==> src/rtl/cam_cfg_pkg.sv <==
// Shared constants, state encoding and delay sizing for the OV7670 configuration sequencer.
package cam_cfg_pkg;

  localparam logic [15:0] CFG_END   = 16'hFFFF;
  localparam logic [15:0] CFG_DELAY = 16'hFFF0;

  typedef enum logic [2:0] {
    ST_IDLE    = 3'd0,
    ST_FETCH   = 3'd1,
    ST_DECODE  = 3'd2,
    ST_WR_REQ  = 3'd3,
    ST_WR_WAIT = 3'd4,
    ST_DELAY   = 3'd5,
    ST_DONE    = 3'd6
  } state_t;

  function automatic int delay_cycles(input int clk_freq_hz, input int delay_ms);
    return (clk_freq_hz / 1000) * delay_ms;
  endfunction

endpackage

==> src/rtl/cfg_delay_timer.sv <==
// Loadable down-counter that parks at zero; o_zero flags the end of a delay entry.
module cfg_delay_timer #(
  parameter int W = 4
) (
  input  logic         i_clk,
  input  logic         i_rstn,
  input  logic         i_load,
  input  logic [W-1:0] i_value,
  output logic         o_zero
);

  logic [W-1:0] r_count;

  always_ff @(posedge i_clk) begin
    if (!i_rstn) begin
      r_count <= '0;
    end else if (i_load) begin
      r_count <= i_value;
    end else if (r_count != '0) begin
      r_count <= r_count - 1'b1;
    end
  end

  assign o_zero = (r_count == '0);

endmodule

==> src/rtl/cam_cfg_ctrl.sv <==
// Walks the camera configuration ROM from address 0, issuing one SCCB write per entry,
// honouring delay and end-of-table markers, and flagging completion on o_done.
module cam_cfg_ctrl
  import cam_cfg_pkg::*;
#(
  parameter int CLK_FREQ_HZ = 25_000_000,
  parameter int DELAY_MS    = 1,
  parameter int ROM_AW      = 8
) (
  input  logic              i_clk,
  input  logic              i_rstn,
  input  logic              i_start,
  output logic [ROM_AW-1:0] o_rom_addr,
  input  logic [15:0]       i_rom_data,
  output logic              o_sccb_start,
  output logic [7:0]        o_sccb_addr,
  output logic [7:0]        o_sccb_data,
  input  logic              i_sccb_ready,
  output logic              o_busy,
  output logic              o_done
);

  localparam int                DLY       = delay_cycles(CLK_FREQ_HZ, DELAY_MS);
  localparam int                TW        = $clog2(DLY + 1);
  localparam logic [TW-1:0]     TMR_LOAD  = TW'(DLY - 1);
  localparam logic [ROM_AW-1:0] LAST_ADDR = '1;

  state_t            r_state, w_state_next;
  logic [ROM_AW-1:0] r_rom_addr, w_rom_addr_next;
  logic              r_sccb_start, w_sccb_start_next;
  logic [7:0]        r_sccb_addr, w_sccb_addr_next;
  logic [7:0]        r_sccb_data, w_sccb_data_next;
  logic              r_busy, w_busy_next;
  logic              r_done, w_done_next;
  logic              r_wait_first, w_wait_first_next;
  logic              w_advance;
  logic              w_tmr_load;
  logic              w_tmr_zero;

  cfg_delay_timer #(.W(TW)) u_delay_timer (
    .i_clk   (i_clk),
    .i_rstn  (i_rstn),
    .i_load  (w_tmr_load),
    .i_value (TMR_LOAD),
    .o_zero  (w_tmr_zero)
  );

  always_comb begin
    w_state_next      = r_state;
    w_rom_addr_next   = r_rom_addr;
    w_sccb_start_next = 1'b0;
    w_sccb_addr_next  = r_sccb_addr;
    w_sccb_data_next  = r_sccb_data;
    w_wait_first_next = 1'b0;
    w_advance         = 1'b0;
    w_tmr_load        = 1'b0;

    case (r_state)
      ST_IDLE, ST_DONE: begin
        if (i_start) begin
          w_state_next    = ST_FETCH;
          w_rom_addr_next = '0;
        end
      end
      ST_FETCH:  w_state_next = ST_DECODE;
      ST_DECODE: begin
        if (i_rom_data == CFG_END) begin
          w_state_next = ST_DONE;
        end else if (i_rom_data == CFG_DELAY) begin
          w_state_next = ST_DELAY;
          w_tmr_load   = 1'b1;
        end else begin
          w_sccb_addr_next = i_rom_data[15:8];
          w_sccb_data_next = i_rom_data[7:0];
          w_state_next     = ST_WR_REQ;
        end
      end
      ST_WR_REQ: begin
        if (i_sccb_ready) begin
          w_sccb_start_next = 1'b1;
          w_wait_first_next = 1'b1;
          w_state_next      = ST_WR_WAIT;
        end
      end
      // The master only drops ready after it has seen the start, so the first cycle is blind.
      ST_WR_WAIT: w_advance = !r_wait_first && i_sccb_ready;
      ST_DELAY:   w_advance = w_tmr_zero;
      default:    w_state_next = ST_IDLE;
    endcase

    if (w_advance) begin
      if (r_rom_addr == LAST_ADDR) begin
        w_state_next = ST_DONE;
      end else begin
        w_rom_addr_next = r_rom_addr + 1'b1;
        w_state_next    = ST_FETCH;
      end
    end

    w_busy_next = (w_state_next != ST_IDLE) && (w_state_next != ST_DONE);
    w_done_next = (w_state_next == ST_DONE);
  end

  always_ff @(posedge i_clk) begin
    if (!i_rstn) begin
      r_state      <= ST_IDLE;
      r_rom_addr   <= '0;
      r_sccb_start <= 1'b0;
      r_sccb_addr  <= '0;
      r_sccb_data  <= '0;
      r_busy       <= 1'b0;
      r_done       <= 1'b0;
      r_wait_first <= 1'b0;
    end else begin
      r_state      <= w_state_next;
      r_rom_addr   <= w_rom_addr_next;
      r_sccb_start <= w_sccb_start_next;
      r_sccb_addr  <= w_sccb_addr_next;
      r_sccb_data  <= w_sccb_data_next;
      r_busy       <= w_busy_next;
      r_done       <= w_done_next;
      r_wait_first <= w_wait_first_next;
    end
  end

  assign o_rom_addr   = r_rom_addr;
  assign o_sccb_start = r_sccb_start;
  assign o_sccb_addr  = r_sccb_addr;
  assign o_sccb_data  = r_sccb_data;
  assign o_busy       = r_busy;
  assign o_done       = r_done;

endmodule

==> config.mk <==
export PLATFORM = sky130hd
export DESIGN_NAME = cam_cfg_ctrl
export DESIGN_NICKNAME = d
export VERILOG_FILES = /design/src/rtl/cam_cfg_pkg.sv /design/src/rtl/cfg_delay_timer.sv /design/src/rtl/cam_cfg_ctrl.sv
export SDC_FILE = /design/constraint.sdc
export NUM_CORES = 1
export LEC_CHECK = 0
export BUFFER_PORTS_ARGS = -buffer_cell sky130_fd_sc_hd__buf_2
export CAP_MARGIN = 20
export CORE_AREA = 2 2 61 74
export DETAILED_ROUTE_END_ITERATION = 10
export DIE_AREA = 0 0 63 76
export PLACE_DENSITY_LB_ADDON = 0.08
export SKIP_CTS_REPAIR_TIMING = 1
export SYNTH_ARGS = -nofsm -noshare
export SYNTH_HDL_FRONTEND = slang
export SYNTH_SLANG_ARGS = --single-unit
==> constraint.sdc <==
create_clock -name i_clk -period 3.82 [get_ports i_clk]
set_clock_uncertainty 0.15 [all_clocks]
set_input_delay 0.191 -clock i_clk [delete_from_list [all_inputs] [get_ports i_clk]]
set_output_delay 0.191 -clock i_clk [all_outputs]
set_load 0.1 [all_outputs]
==> results.cfg <==
[sta]
rsz0062_at_grt = no
tightest_slew_ps = 972
finalSetupTns_ps = 0
layout_setup_ws_ps = 1240
slew_headroom = 0.346
min_period_ps = 2580
setup_viol = 0
finalCritPeriodShare = 0.674
hold_violations = 0
drv_slew = 0
max_freq_mhz = 388

[critical_path]
worstPathBufferInverterCount = 1
max_stage_delay_ps = 530
crit_cells = 7
crit_chain = inv_1 > ha_1 > nor4b_4 > nand4_1 > o31a_1 > or3_1 > a21oi_1
worst_setup_path_start_kind = flop
reg2reg_depth = 7
slowest_stage = o31a_1
reg2reg_setup_slack_ps = 1240
worstPathRequired_ps = 3890
reg2reg_to = o_rom_addr[0]
cp_top_family = simple AND/OR/NAND/NOR gates
endpoint = o_rom_addr[0]
critPathLaunch = u_delay_timer.r_count[0]
worstPathMaxFanout = 11
crit_type = reg2reg
critPathCaptureType = flop
reg2reg_from = u_delay_timer.r_count[0]
cp.arrival_ps = 2650

[floorplan]
num_io_pins = 47
fp-row-count = 26
initial_core_util = 0.550
core_um2 = 4130
design.die.area_um2 = 4790
die_h_um = 76
die_width_um = 63

[power_and_ir_drop]
p_int_uw = 980
pwr-share-clk = 0.173
power_density_nw_per_um2 = 641
total_leakage_power_nw = 1.08
ir_drop_uv = 296
netSwitchingPower_uw = 714
pwr-share-seq = 0.397
switching_share = 0.422
pwr-share-comb = 0.430

[placed_design]
port_buffers = 46
dpl.cell_count = 342
detailedPlace.worstSlack_ps = 1270
gp_congestion = 0.803
dpl.hpwl_um = 3510

[route]
wl_per_cell_um = 13.7
wirelength_um = 4790
drt-vias-per-instance = 5.57
vias = 1949
firstDrtPassIters = 4
drtAntennaViolNets = 0
drtIter0Drc = 60
drc = 0

[grt]
grt_pass1_wl_um = 7760
grt_max_degree = 35
grt.overflow.total = 0
antenna_found_initial = 0
grt_pass1_vias = 1716
track_usage = 0.201

[logic_synthesis]
ys.flop_type = dfxtp_1
syn_area_per_cell_um2 = 9.20
synth_seq_area_share = 0.396
ys_async_sr_fraction = 0
syn_area_um2 = 2270
synth_largest_area_cell = dfxtp_1
synth_edf_count = 0
synthCells = 247
ys.warnings.count = 0
ys_types = 54
synth.area.top_cells = dfxtp_1 40%, mux2i_1 7.0%, nor2_1 5.4%
yosys_register_bits = 45
netlist.area_leader.share = 0.396
syn-num-nets = 270

[clock_network]
clk_pin_slew_ps = 80
cts-root-buf = clkbuf_8
clockBufferDepth = 2
htreeDepth = 2
cts_sinks = 45
cts_tree = yes
cts_buffers = 5
insertion_delay_ps = 290

[layout]
syn_to_final_growth_pct = 16.2
layout.cells.non_filler = 350
antenna_cells = 0
nets = 317
drive_above_1_share = 0.245

[hold_path]
hold_path.class = in2reg

[flow_run]
cap_viol_max_count = 0

[status]
outcome = finished clean
cells in the mapped netlist, types with 2 or more instances:
cell,instances
a21oi_1,15
a21oi_2,2
a41oi_1,2
and2_1,2
buf_2,2
buf_4,2
clkbuf_1,4
dfxtp_1,45
ha_1,3
inv_1,8
mux2i_1,16
nand2_1,15
nand2b_1,2
nand3_1,12
nand3b_1,2
nand4_1,7
nand4_2,2
nand4b_1,3
nor2_1,33
nor2b_1,2
nor3_1,5
nor4_1,3
nor4_4,3
o211ai_1,4
o21ai_0,8
o221ai_1,3
or3_1,3
xnor2_1,3
xor2_1,11
power by group through the flow:
| stage | clock network, mW | registers [mW] | logic (mW) |
|---|---|---|---|
| after floorplan | 0 | 0.778 | 0.500 |
| after global placement | 0 | 0.680 | 0.720 |
| after detailed placement | 0 | 0.682 | 0.725 |
| after CTS | 0.297 | 0.672 | 0.729 |
| after global routing | 0.322 | 0.684 | 0.803 |
| final | 0.293 | 0.673 | 0.728 |
cells by family (layout without fill, tap and decap cells):
logic type | Yosys count | in the layout | synth area share
xor+xnor | 14 | 14 | 0.0539
simple gates | 105 | 105 | 0.281
buf+inv | 16 | 63 | 0.0308
flops | 45 | 45 | 0.396
compound gates | 48 | 48 | 0.151
fa+ha+maj | 3 | 3 | 0.0165
mux | 16 | 16 | 0.0704
layout make-up:
cell class              count  area, µm²
clock buffers               7       86.3
fillers                   402       1490
inverters                   8       30.0
multi-input cells         186       1300
flip-flops and latches     45        901
well taps                  56       70.1
repair buffers             48        253
stage by stage:
step	hold WS (ps)	cell area (µm²)	utilization	total power, mW
after global placement	302	2540	0.615	1.40
after floorplan	163	2270	-	1.28
after global routing	10.4	2640	0.640	1.81
final	6.07	2640	0.640	1.69
after detailed placement	314	2540	0.615	1.41
after CTS	6.16	2630	0.636	1.70
tightest hold or removal path: stages:
cell and delay (ps):
buf_2 90, mux2i_1 60, nor2_1 70
registers in the layout, indices dropped and copies added (netlist names):
| signal | flops |
|---|---|
| r_state | 3 |
| o_done | 1 |
| o_rom_addr | 8 |
| o_sccb_data | 8 |
| r_wait_first | 1 |
| o_sccb_addr | 8 |
| o_busy | 1 |
| u_delay_timer.r_count | 15 |
layer usage:
| layer | track usage | wire [µm] | vias to the layer above |
|---|---|---|---|
| li1 | - | - | 995 |
| met1 | 0.245 | 2130 | 903 |
| met4 | 0.0822 | 101 | 0 |
| met2 | 0.339 | 2360 | 41 |
| met5 | 0 | 0 | - |
| met3 | 0.0473 | 194 | 10 |
worst min-delay path by stage:
stage | start | endpoint | cells after the start
3_5_place_dp | i_rom_data[11] | o_sccb_addr[3] | 3
2_1_floorplan | i_rstn | r_wait_first | 1
5_1_grt | i_rom_data[6] | o_sccb_data[6] | 3
4_1_cts | i_rom_data[6] | o_sccb_data[6] | 3
3_3_place_gp | i_rom_data[5] | o_sccb_data[5] | 3
6_report | i_rom_data[6] | o_sccb_data[6] | 3
placed cells by master, fill, tap and decap left out, types with 6 or more instances in the layout:
master	instances
buf_2	46
dfxtp_1	45
nor2_1	33
mux2i_1	16
nand2_1	15
a21oi_1	15
nand3_1	12
xor2_1	11
inv_1	8
o21ai_0	8
nand4_1	7
clkbuf_8	6
Note: power is estimated with default switching activity, not from simulation.
